`config.mk`:
```
export PLATFORM = sky130hd
export DESIGN_NAME = alu_chrom_decoder
export DESIGN_NICKNAME = d
export VERILOG_FILES = /design/src/rtl/alu_chrom_decoder_pkg.sv /design/src/rtl/alu_chrom_decoder_range_pick.sv /design/src/rtl/alu_chrom_decoder.sv
export SDC_FILE = /design/constraint.sdc
export NUM_CORES = 1
export LEC_CHECK = 0
export CAP_MARGIN = 20
export CORE_UTILIZATION = 43
export DETAILED_ROUTE_END_ITERATION = 6
export PLACE_DENSITY = 0.74
export SLEW_MARGIN = 10
export SYNTH_ARGS = -nofsm -noshare
export SYNTH_HDL_FRONTEND = slang
export SYNTH_SLANG_ARGS = --single-unit
```
`constraint.sdc`:
```
create_clock -name CLK -period 6.9 [get_ports CLK]
set_input_delay 2.07 -clock CLK [delete_from_list [all_inputs] [get_ports CLK]]
set_output_delay 2.07 -clock CLK [all_outputs]
set_load 0.005 [all_outputs]
```
`src/rtl/alu_chrom_decoder_pkg.sv`:
```
// Shared types and constants for the ALU chromosome decoder.
// Holds the chromosome bundle, FSM states, LFSR taps and movi encodings.
package alu_chrom_pkg;

   localparam int          LFSR_W    = 16;
   // Galois taps for x^16+x^14+x^13+x^11+1 (right-shifting form)
   localparam logic [15:0] LFSR_TAPS = 16'hB400;
   localparam int          RANGE_W   = 3;
   localparam int          DLY_W     = 4;

   localparam logic [1:0] MOVI_B   = 2'b00;
   localparam logic [1:0] MOVI_MEM = 2'b01;
   localparam logic [1:0] MOVI_IMM = 2'b10;

   typedef enum logic [1:0] {
      IDLE,
      DELAY,
      SEND,
      FIN
   } state_t;

   typedef struct packed {
      logic [7:0]  opa;
      logic [7:0]  opb;
      logic [15:0] op;
      logic [2:0]  movi;
      logic [3:0]  dly;
   } chrom_t;

   function automatic logic [1:0] movi_enc(input logic [1:0] idx);
      case (idx)
         2'd1:    return MOVI_MEM;
         2'd2:    return MOVI_IMM;
         default: return MOVI_B;
      endcase
   endfunction

endpackage

```
`src/rtl/alu_chrom_decoder_range_pick.sv`:
```
// Range picker: first set mask bit at or after a start index, with wrap.
// Ports: mask_i (allowed ranges), idx_i (start index), sel_o (chosen index).
module range_pick #(
   parameter int N  = 8,
   parameter int IW = (N > 1) ? $clog2(N) : 1
) (
   input  logic [N-1:0]  mask_i,
   input  logic [IW-1:0] idx_i,
   output logic [IW-1:0] sel_o
);

   logic [N-1:0] eff;

   // an empty mask means "no restriction"
   assign eff = (mask_i == '0) ? '1 : mask_i;

   always_comb begin
      int            s;
      int            p;
      logic [IW-1:0] pw;
      logic          found;
      sel_o = '0;
      found = 1'b0;
      s     = (int'(idx_i) >= N) ? 0 : int'(idx_i);
      for (int k = 0; k < N; k++) begin
         p = s + k;
         if (p >= N) p = p - N;
         pw = IW'(p);
         if (!found && eff[pw]) begin
            sel_o = pw;
            found = 1'b1;
         end
      end
   end

endmodule

```
`src/rtl/alu_chrom_decoder.sv`:
```
// Chromosome decoder: replays range-constrained ALU transactions on a valid/ready stream.
// Ports: CHROM_* masks + CHROM_LOAD, START in; TX_* stream, BUSY, DONE out.
module alu_chrom_decoder
   import alu_chrom_pkg::*;
#(
   parameter int          DATA_WIDTH  = 8,
   parameter int          TRANS_COUNT = 2,
   parameter logic [15:0] LFSR_SEED   = 16'hACE1
) (
   input  logic                  CLK,
   input  logic                  RESET,
   input  logic                  CHROM_LOAD,
   input  logic [7:0]            CHROM_OPA_MASK,
   input  logic [7:0]            CHROM_OPB_MASK,
   input  logic [15:0]           CHROM_OP_MASK,
   input  logic [2:0]            CHROM_MOVI_MASK,
   input  logic [3:0]            CHROM_DELAY_MASK,
   input  logic                  START,
   output logic                  TX_VALID,
   input  logic                  TX_READY,
   output logic [3:0]            TX_OP,
   output logic [1:0]            TX_MOVI,
   output logic [DATA_WIDTH-1:0] TX_OPA,
   output logic [DATA_WIDTH-1:0] TX_OPB,
   output logic                  BUSY,
   output logic                  DONE
);

   localparam int         LOW_W = DATA_WIDTH - RANGE_W;
   localparam logic [7:0] TC8   = 8'(TRANS_COUNT);

   logic [LFSR_W-1:0] lfsr_q, lfsr_d;
   state_t            state_q;
   chrom_t            chrom_q, chrom_in, chrom_use;
   logic [DLY_W-1:0]  dcnt_q, dly;
   logic [7:0]        tcnt_q;
   logic [2:0]        a_rng_q, b_rng_q, a_sel, b_sel;
   logic [3:0]        op_q, op_sel;
   logic [1:0]        mv_q, mv_sel, mv_idx, dr_sel;
   logic              tx_valid_q, busy_q, done_q;
   logic [3:0]        tx_op_q;
   logic [1:0]        tx_movi_q;
   logic [DATA_WIDTH-1:0] tx_opa_q, tx_opb_q;
   logic [LOW_W-1:0]  lo_a, lo_b;
   logic              idle_c, load_c, hs, last, draw;

   assign lfsr_d = {1'b0, lfsr_q[LFSR_W-1:1]}
                 ^ (lfsr_q[0] ? LFSR_TAPS : '0);

   always_comb begin
      chrom_in      = '0;
      chrom_in.opa  = CHROM_OPA_MASK;
      chrom_in.opb  = CHROM_OPB_MASK;
      chrom_in.op   = CHROM_OP_MASK;
      chrom_in.movi = CHROM_MOVI_MASK;
      chrom_in.dly  = CHROM_DELAY_MASK;
   end

   assign idle_c = (state_q == IDLE);
   assign load_c = idle_c && CHROM_LOAD;
   // a load in the start cycle feeds the picks directly
   assign chrom_use = load_c ? chrom_in : chrom_q;
   assign mv_idx = (lfsr_q[11:10] == 2'd3) ? 2'd0 : lfsr_q[11:10];

   range_pick #(.N(8)) u_pick_a (
      .mask_i(chrom_use.opa), .idx_i(lfsr_q[2:0]), .sel_o(a_sel));
   range_pick #(.N(8)) u_pick_b (
      .mask_i(chrom_use.opb), .idx_i(lfsr_q[5:3]), .sel_o(b_sel));
   range_pick #(.N(16)) u_pick_op (
      .mask_i(chrom_use.op), .idx_i(lfsr_q[9:6]), .sel_o(op_sel));
   range_pick #(.N(3)) u_pick_mv (
      .mask_i(chrom_use.movi), .idx_i(mv_idx), .sel_o(mv_sel));
   range_pick #(.N(4)) u_pick_dly (
      .mask_i(chrom_use.dly), .idx_i(lfsr_q[13:12]), .sel_o(dr_sel));

   assign dly  = {dr_sel, lfsr_q[15:14]};
   assign lo_a = lfsr_q[LOW_W-1:0];
   assign lo_b = lfsr_q[2*LOW_W-1:LOW_W];
   assign hs   = tx_valid_q && TX_READY;
   assign last = ((tcnt_q + 8'd1) == TC8);
   assign draw = (idle_c && START)
              || ((state_q == SEND) && hs && !last);

   always_ff @(posedge CLK) begin
      if (RESET) begin
         lfsr_q     <= LFSR_SEED;
         state_q    <= IDLE;
         chrom_q    <= '0;
         dcnt_q     <= '0;
         tcnt_q     <= '0;
         a_rng_q    <= '0;
         b_rng_q    <= '0;
         op_q       <= '0;
         mv_q       <= '0;
         tx_valid_q <= 1'b0;
         tx_op_q    <= '0;
         tx_movi_q  <= '0;
         tx_opa_q   <= '0;
         tx_opb_q   <= '0;
         busy_q     <= 1'b0;
         done_q     <= 1'b0;
      end else begin
         lfsr_q <= lfsr_d;
         if (load_c) chrom_q <= chrom_in;
         if (hs) tcnt_q <= tcnt_q + 8'd1;
         else if (state_q == FIN) tcnt_q <= '0;
         if (draw) begin
            a_rng_q <= a_sel;
            b_rng_q <= b_sel;
            op_q    <= op_sel;
            mv_q    <= mv_sel;
            busy_q  <= 1'b1;
            // zero delay goes straight to SEND
            if (dly == '0) begin
               state_q    <= SEND;
               tx_valid_q <= 1'b1;
               tx_opa_q   <= {a_sel, lo_a};
               tx_opb_q   <= {b_sel, lo_b};
               tx_op_q    <= op_sel;
               tx_movi_q  <= movi_enc(mv_sel);
            end else begin
               state_q    <= DELAY;
               dcnt_q     <= dly - 4'd1;
               tx_valid_q <= 1'b0;
            end
         end else begin
            unique case (state_q)
               IDLE: ;
               DELAY: begin
                  if (dcnt_q == '0) begin
                     state_q    <= SEND;
                     tx_valid_q <= 1'b1;
                     tx_opa_q   <= {a_rng_q, lo_a};
                     tx_opb_q   <= {b_rng_q, lo_b};
                     tx_op_q    <= op_q;
                     tx_movi_q  <= movi_enc(mv_q);
                  end else begin
                     dcnt_q <= dcnt_q - 4'd1;
                  end
               end
               SEND: begin
                  if (hs) begin
                     state_q    <= FIN;
                     tx_valid_q <= 1'b0;
                     done_q     <= 1'b1;
                  end
               end
               FIN: begin
                  state_q <= IDLE;
                  done_q  <= 1'b0;
                  busy_q  <= 1'b0;
               end
            endcase
         end
      end
   end

   assign TX_VALID = tx_valid_q;
   assign TX_OP    = tx_op_q;
   assign TX_MOVI  = tx_movi_q;
   assign TX_OPA   = tx_opa_q;
   assign TX_OPB   = tx_opb_q;
   assign BUSY     = busy_q;
   assign DONE     = done_q;

endmodule

```
==> results of run 1 <==
path summary, 6_finish.rpt:
kind,slack [ns],to,cells after the start,startpoint
hold reg to reg,0.46,TX_OPA[3],2,TX_OPA[3]
setup reg to reg,1.83,TX_OP[3],13,lfsr_q[6]
setup / recovery,0.76,TX_OP[3],12,CHROM_LOAD
hold / removal,0.46,TX_OPA[3],2,TX_OPA[3]
worst max-delay path: stages:
cell and delay, ns:
clkdlybuf4s50_1 0.47, or3b_4 0.54, mux4_2 0.50, mux4_2 0.55, mux2i_1 0.39, and3_1 0.32, nand4_2 0.20, or2_1 0.32
or4_1 0.53, nand4_1 0.11, a21oi_1 0.09, o41ai_2 0.31
registers in the layout, summed over array words and instances, names as in the netlist:
register	flops
BUSY	1
DONE	1
TX_MOVI	2
TX_OP	4
TX_OPA	8
TX_OPB	8
TX_VALID	1
a_rng_q	3
b_rng_q	3
chrom_q	39
dcnt_q	4
lfsr_q	16
mv_q	2
op_q	4
state_q	2
tcnt_q	8
layout make-up:
cell class	count	area [sq um]	share of cell area [%]
Antenna cell	1	2.50	0.0251
Multi-Input combinational cell	872	6280	62.9
Inverter	20	75.1	0.752
Sequential cell	106	2120	21.3
Tap cell	265	332	3.32
Timing Repair Buffer	92	871	8.73
Clock buffer	11	243	2.43
Clock inverter	4	58.8	0.589
cell families after synthesis:
family                   share of synthesized area, %
flip-flops                                       24.4
adder cells (fa/ha/maj)                          2.30
buffers and inverters                            3.86
multiplexers                                     25.4
AO/OA/AOI/OAI                                    20.1
AND/OR/NAND/NOR                                  21.3
XOR/XNOR                                         2.71
through the flow:
step	hold slack (ns)	instances	total power, W
2_1_floorplan	0.438	1065	0.00201
6_report	0.458	1371	0.00305
5_1_grt	0.482	1371	0.00326
4_1_cts	0.461	1370	0.00304
3_5_place_dp	0.448	1355	0.00250
3_3_place_gp	0.442	1355	0.00248
layer usage:
metal	vias to the layer above	GRT usage [%]	wire, microns
li1	4061	-	-
met1	4055	33.4	11000
met5	-	0	0
met4	0	11.1	882
met2	330	42.2	12200
met3	60	3.48	1510
power groups by stage:
stage	logic, W	registers, W	clock network (W)
2_1_floorplan	0.00124	0.000778	0
3_3_place_gp	0.00167	0.000814	0
3_5_place_dp	0.00168	0.000817	0
4_1_cts	0.00169	0.000803	0.000548
5_1_grt	0.00187	0.000820	0.000570
6_report	0.00172	0.000804	0.000534
placed cells by master (no fill, tap or decap), types with 5 or more instances in the layout:
cell type / netlist / layout
nand2_1: 138 / 138
nor2_1: 119 / 119
dfxtp_1: 106 / 106
mux2i_1: 95 / 94
a21oi_1: 91 / 90
clkdlybuf4s50_1: 0 / 67
mux4_2: 51 / 51
o21ai_0: 47 / 47
nor3_1: 32 / 32
buf_4: 0 / 24
nand3_1: 23 / 23
nor4_1: 18 / 18
a211oi_1: 16 / 16
ha_1: 16 / 16
inv_1: 15 / 15
xnor2_1: 14 / 14
xor2_1: 13 / 13
nor2b_1: 12 / 12
a22oi_1: 12 / 12
a31oi_1: 12 / 11
nand4_1: 11 / 11
and2_1: 10 / 10
a21o_1: 10 / 10
mux2_2: 10 / 10
o211ai_1: 9 / 9
clkbuf_16: 0 / 9
o22ai_1: 8 / 8
a211o_1: 7 / 7
and3_1: 6 / 6
o31ai_1: 6 / 6
o21a_1: 6 / 6
o311ai_0: 5 / 5
nand2b_1: 5 / 5
==> flow_summary.toml, run 1 <==
[sta]
maxSlewHeadroom_pct = 26.5
period_needed_ns = 6.14
setup_viol = 0
worst_slack_ns = 0.757
finalHoldViolations = 0
worst_pin_slew_ns = 1.10
fin_crit_sh_pct = 89.0
drv_slew = 0
fin_skew_ns = 0.00771
fin_tns_setup_ns = 0
maxClockFrequency_ghz = 0.163
rsz0062_at_grt = "no"

[pwr]
intPower_w = 0.00174
combPwrFrac_pct = 56.2
switching_share_pct = 43.1
pwr_density_cell_nw_per_um2 = 306
seqPwrFrac_pct = 26.3
p_clk_share_pct = 17.5
power.switching_w = 0.00132
p_leak_nw = 3.88
irDropWorstVdd_mv = 0.160

[place]
place_area_sq_um = 9680
hpwl_microns = 18700
place.gp.congestion = 0.965
dpl_worst_slack_ns = 0.469
port_buffers = 68

[logic_synthesis]
synth_area_leaders = "dfxtp_1 24%, mux4_2 13%, mux2i_1 11%, nand2_1 5.9%, a21oi_1 5.2%"
yosys_warnings = 0
synthMostInstantiatedCell = "nand2_1"
synthCells = 1065
yosysTopAreaCell = "dfxtp_1"
ys_async_sr_fraction_pct = 0
syn_area_sq_um = 8710
syn_nets = 1125
syn_avg_cell_area_sq_um = 8.18
yosys.area.top_type_share_pct = 24.4
synthTopCellsByCount = "138 x nand2_1, 119 x nor2_1, 106 x dfxtp_1, 95 x mux2i_1, 91 x a21oi_1"
synth_seq_cells = 106
ys.flop_type = "dfxtp_1"
synth-edff-count = 0
ys_types = 69
synth.yosys.seq_area_share_pct = 24.4

[grt]
grt_max_degree = 82
track_usage_pct = 25.6
grt_remaining_overflow = 0
grt_antenna_before_repair = 1
grt_first_pass_wirelength_microns = 41600
grt_pass1_vias = 7949

[cts]
cts_resized = 0
clock_sinks = 106
cts_root_buf = "clkbuf_16"
cts-hold-fix-buffers = 0
cts-buffers-inserted = 9
ctsLongestPathBuffers = 2
cts.clk_slew.worst_paths_ns = 0.07
htreeDepth = 3
cts_setup_buffers = 0
cts_tree = "done"
insertion_delay_ns = 0.36

[floorplan]
die_x_microns = 144
die_y_microns = 144
core-area_sq_um = 19700
dieArea_sq_um = 20800
start_util_pct = 44.3
io_pins = 69
num_rows = 51

[routing]
routed_via_density = 6.20
drt.antenna.violating_nets = 0
drc = 0
drt_first_pass_iters = 5
drtIter0Drc = 792
via_count = 8506
wl_microns = 25600
avgRoutedWirePerCell_microns = 18.7

[finish]
nets = 1161
final_cell_area_sq_um = 9980
syn2layout_area_growth_pct = 14.5
drive_gt1_share_pct = 10.9
nFillCells = 1895
fin_util_pct = 50.8

[run]
drv_cap = 0

[min_path]
hold_path_class = "register to register"

[run_status]
status = "finished, final reports clean"

[setup_path]
start_kind = "primary input"
critPathRequiredTime_ns = 7.16
cp-end-kind = "register"
crit_type = "primary input to register"
crit_path_max_fanout = 18
worstPathArrival_ns = 6.41
Note: power is estimated with default switching activity, not from simulation.
==> inputs of run 2 (changes only) <==
PLACE_DENSITY = 0.76   (was 0.74)
clock period = 5.3 ns   (was 6.9 ns; I/O delays follow)
==> run 2 against run 1 <==
Effect of this change: sequential share of layout area down 2.0 points; power up 45%; critical path depth unchanged; combinational power up 56%; register-to-register slack worse by 1.1 ns; via count up 7.0%; clock skew up 0.0014 ns; global-route usage up 1.7 points; first-iteration DRC count down 1.0%; sequential power up 31%; cell area up 10%; setup slack worse by 0.63 ns; highest routed layer unchanged.
==> flow_summary.toml, run 2 (synthesis gave the netlist of run 1 again) <==
[run_status]
status = "finished, final reports clean"

[pwr]
seqPwrFrac_pct = 23.7
p_leak_nw = 4.51
combPwrFrac_pct = 60.5
power.switching_w = 0.00183
switching_share_pct = 41.4
intPower_w = 0.00259
p_clk_share_pct = 15.8
total_power_w = 0.00442
pwr_density_cell_nw_per_um2 = 402
irDropWorstVdd_mv = 0.239

[place]
place.gp.congestion = 0.965
hpwl_microns = 20800
port_buffers = 68

[floorplan]
die_y_microns = 144
dieArea_sq_um = 20800
core-area_sq_um = 19700
num_rows = 51
start_util_pct = 44.3
io_pins = 69
die_x_microns = 144

[grt]
grt-busiest-layer = "met2"
grt_use_met3_pct = 4.50
grt_remaining_overflow = 0
grt_pass1_vias = 8607
grt_antenna_before_repair = 0
use_met2_pct = 46.7
track_usage_pct = 27.3
grt_max_degree = 60
grt_first_pass_wirelength_microns = 44500
grt_util_met1_pct = 34.3

[setup_path]
critPathTopFamily = "simple AND/OR/NAND/NOR gates"
critPathRequiredTime_ns = 5.57
cp.buffers_inverters = 1
start_kind = "primary input"
crit_path_max_fanout = 6
critPathMaxStageDelay_ns = 0.54
crit_type = "primary input to register"
critPathSlowestCell = "or4_1"
crit_chain = "dlygate4sd2_1 > or3b_4 > mux4_2 > mux4_2 > a2111oi_4 > nor4b_4 > nand4_2 > or2_1 > or4_1 > nand4_1 > a21oi_2 > o41ai_2"
cp-end-kind = "register"
critPathMostFrequentCell = "mux4_2"
worstPathArrival_ns = 5.45

[cts]
htreeDepth = 3
insertion_delay_ns = 0.36
ctsLongestPathBuffers = 2
cts_tree = "done"
cts-buffers-inserted = 9
cts_root_buf = "clkbuf_16"
clock_sinks = 106
cts.clk_slew.worst_paths_ns = 0.07

[finish]
seq_area_sq_um = 2120
largest_registers = "chrom_q x39, lfsr_q x16"
final_cell_mix = "150 x buf_4, 138 x nand2_1, 118 x nor2_1"
nets = 1289
multi_input_area_sq_um = 6310
largest_reg_flops = 39
antenna_cells = 0
final_common_cell = "buf_4"
drive_gt1_share_pct = 20.5
largest-register = "chrom_q"
syn2layout_area_growth_pct = 26.2
nFillCells = 1769

[routing]
wl_microns = 27400
drt.antenna.violating_nets = 0
routed_via_density = 6.08
via_count = 9103
avgRoutedWirePerCell_microns = 18.3
drc = 0
drtIter0Drc = 784
drt_first_pass_iters = 4

[sta]
fin_skew_ns = 0.00916
rsz0062_at_grt = "no"
worst_pin_slew_ns = 0.870
fin_tns_setup_ns = 0
fin_crit_sh_pct = 97.7
maxSlewHeadroom_pct = 41.4
finalHoldViolations = 0
drv_slew = 0
period_needed_ns = 5.18
maxClockFrequency_ghz = 0.193
setup_viol = 0
whs_ns = 0.457

[min_path]
hold_path_class = "register to register"

[run]
drv_cap = 0
-- run 2: power by group through the flow --
stage	combinational, W	sequential [W]	clock, W
floorplan	0.00162	0.00101	0
global placement	0.00257	0.00106	0
detailed placement	0.00260	0.00106	0
CTS	0.00264	0.00105	0.000708
global route	0.00291	0.00107	0.000739
finish	0.00268	0.00105	0.000697
-- run 2: repair_timing --
action	in CTS	in global routing
setup buffers	1	0
resized for setup	5	1
cloned	0	0
pin swaps	4	1
setup endpoints to repair	4	2
hold buffers	0	0
-- run 2: final cells by class --
class,count,share of cell area [%]
clock buffer,9,2.05
clock inverter,6,0.683
inverter,20,0.683
multi-input combinational,872,57.4
sequential,106,19.3
tap,265,3.02
timing repair buffer,220,16.9
-- run 2: final timing paths --
kind,from,end,slack (ns),cells past startpoint
setup / recovery,CHROM_LOAD,TX_OP[3],0.12,12
hold / removal,TX_OPB[2],TX_OPB[2],0.46,2
setup reg to reg,lfsr_q[7],TX_OP[2],0.69,14
hold reg to reg,TX_OPB[2],TX_OPB[2],0.46,2
-- run 2: worst min-delay path: cells and delay by family (launching register included) --
kind               cells  cell delay (ns)
and+or+nand+nor        1             0.05
AOI/OAI and AO/OA      1             0.05
DFF                    1             0.31
-- run 2: metrics by stage --
step / utilization, % / instances / instance area (sq um) / setup slack (ns)
final: 56.0 / 1498 / 11000 / 0.123
after global routing: 56.0 / 1498 / 11000 / 0.0169
after CTS: 55.9 / 1498 / 11000 / 0.141
after detailed placement: 54.3 / 1482 / 10700 / -0.564
after global placement: 54.3 / 1482 / 10700 / -0.409
after floorplan: - / 1065 / 8730 / 0.0178
-- run 2: metal layers --
metal | wire length [microns] | share of wire (%)
met1 | 11500 | 42
met2 | 13400 | 49
met3 | 1830 | 6.7
met4 | 728 | 2.7
met5 | 0 | 0
==> inputs of run 3 (changes only) <==
CORE_ASPECT_RATIO = 0.8   (was unset)
RECOVER_POWER = 25   (was unset)
==> run 3 against run 2 <==
Effect of this change: the flow now finishes with violations (capacitance limit, slew limit); clock skew rose by 0.0047 ns; critical path depth rose by 2; fmax up 0.42%; cell count decreased by 0.80%; register-to-register slack better by 0.33 ns; die area hardly changed; first-iteration DRC count up 40%; combinational power fell by 2%; highest routed layer unchanged.
==> flow_summary.toml, run 3 (synthesis gave the netlist of run 1 again) <==
[routing]
drt.antenna.violating_nets = 0
via_count = 9082
drt_first_pass_iters = 5
drtIter0Drc = 1097
drc = 0
wl_microns = 27200
routed_via_density = 6.11
avgRoutedWirePerCell_microns = 18.3

[grt]
track_usage_pct = 26.8
grt_first_pass_wirelength_microns = 44300
grt_remaining_overflow = 0
grt_antenna_before_repair = 0
grt_max_degree = 54
grt_pass1_vias = 8352

[setup_path]
critPathMostFrequentCell = "buf_4"
cp.buffers_inverters = 3
rrSetupSlack_ns = 1.02
start_kind = "primary input"
crit_chain = "dlygate4sd2_1 > or3b_4 > buf_4 > mux4_2 > a22oi_1 > nand3_1 > o22ai_2 > mux2_2 > a2111oi_0 > buf_4 > a2111oi_1 > nor4_1 > o211a_1 > a211oi_1"
critPathSlowestCell = "or3b_4"
worstPathArrival_ns = 5.29
critPathRequiredTime_ns = 5.43
crit_path_max_fanout = 4
cp-end-kind = "register"
critPathTopFamily = "compound AO/OA/AOI/OAI gates"
critPathMaxStageDelay_ns = 0.44
crit_type = "primary input to register"

[pwr]
power.switching_w = 0.00183
p_clk_share_pct = 15.4
switching_share_pct = 42.1
seqPwrFrac_pct = 24.1
irDropWorstVdd_mv = 0.219
p_leak_nw = 4.45
intPower_w = 0.00252
pwr_density_cell_nw_per_um2 = 400
combPwrFrac_pct = 60.5

[floorplan]
core-area_sq_um = 19900
dieArea_sq_um = 20800
die_y_microns = 129
num_rows = 46
io_pins = 69
die_x_microns = 161
start_util_pct = 43.9

[sta]
worst_pin_slew_ns = 2.40
setup_viol = 0
fin_skew_ns = 0.0139
finalHoldViolations = 0
whs_ns = 0.453
worst_slack_ns = 0.144
maxClockFrequency_ghz = 0.194
fin_tns_setup_ns = 0
maxSlewHeadroom_pct = -60.0
period_needed_ns = 5.16
drv_slew = 54
rsz0062_at_grt = "no"
fin_crit_sh_pct = 97.3

[cts]
cts_root_buf = "clkbuf_16"
cts-hold-fix-buffers = 0
htreeDepth = 3
cts_tree = "done"
cts.clk_slew.worst_paths_ns = 0.07
clock_sinks = 106
insertion_delay_ns = 0.36
ctsLongestPathBuffers = 2
cts-buffers-inserted = 9

[place]
dp_cells = 1464
hpwl_microns = 20500
port_buffers = 68
place.gp.congestion = 0.987
dpl_worst_slack_ns = -0.538

[finish]
largest_registers = "chrom_q x39, lfsr_q x16"
antenna_cells = 0
drive_gt1_share_pct = 19.6
instances_no_fill = 1486
syn2layout_area_growth_pct = 24.9
largest-register = "chrom_q"
final_cell_mix = "138 x nand2_1, 136 x buf_4, 119 x nor2_1"
final_common_cell = "nand2_1"
largest_reg_flops = 39
nets = 1277

[run_status]
status = "finished with violations"
violations = "capacitance limit, slew limit"

[min_path]
hold_path_class = "register to register"

[run]
drv_cap = 1
==> run 3: cell count changes in the layout (fill, tap and decap cells not counted), sizes merged <==
cell / before / now
inv: 19 / 21
buf: 153 / 138
clkbuf: 9 / 11
clkinvlp: 0 / 1
or3b: 1 / 2
clkinv: 6 / 5
bufinv: 1 / 0
==> run 3: stage by stage <==
step,total power (W),utilization (%),instance area (sq um)
finish,0.00435,54.8,10900
global route,0.00465,54.8,10900
global placement,0.00357,53.0,10500
detailed placement,0.00360,53.0,10500
CTS,0.00432,54.9,10900
floorplan,0.00263,-,8730
==> run 3: worst paths after layout <==
kind                             endpoint  cells after the start       start
worst min-delay path            TX_OPB[3]                      2   TX_OPB[3]
worst max register to register   TX_OP[3]                     13   lfsr_q[7]
worst min register to register  TX_OPB[3]                      2   TX_OPB[3]
worst max-delay path             TX_OP[2]                     14  CHROM_LOAD
==> run 3: final cells by class <==
| cell class | instances | area (sq um) |
|---|---|---|
| clock buffers | 9 | 225 |
| clock inverters | 7 | 71.3 |
| fillers | 1840 | 8970 |
| inverters | 20 | 75.1 |
| multi-input cells | 873 | 6320 |
| flip-flops and latches | 106 | 2120 |
| well taps | 264 | 330 |
| repair buffers | 207 | 1740 |
==> run 3: power groups by stage <==
stage / combinational (W) / sequential (W) / clock [W]
global placement: 0.00251 / 0.00105 / 0
CTS: 0.00259 / 0.00105 / 0.000690
global route: 0.00287 / 0.00107 / 0.000719
detailed placement: 0.00254 / 0.00106 / 0
floorplan: 0.00162 / 0.00101 / 0
finish: 0.00263 / 0.00105 / 0.000672
==> run 3: routing by layer <==
metal	vias to the layer above	share of wire (%)	track usage, %
met3	59	11	6.59
li1	4294	-	-
met1	4228	43	36.2
met5	-	0	0
met2	501	44	42.3
met4	0	2.9	8.55
==> run 3: repair_timing <==
item	CTS	global route
buffers inserted	5	0
gates resized for setup	6	0
setup endpoints to repair	3	0
==> run 3: worst reg2reg max path: cells and delay by family (launching register included) <==
family                   cells  cell delay (ns)
AO/OA/AOI/OAI                6             1.15
AND/OR/NAND/NOR              4             1.21
adder cells (fa/ha/maj)      1             0.39
XOR/XNOR                     1             0.55
buffers and inverters        1             0.47
flip-flops                   1             0.34
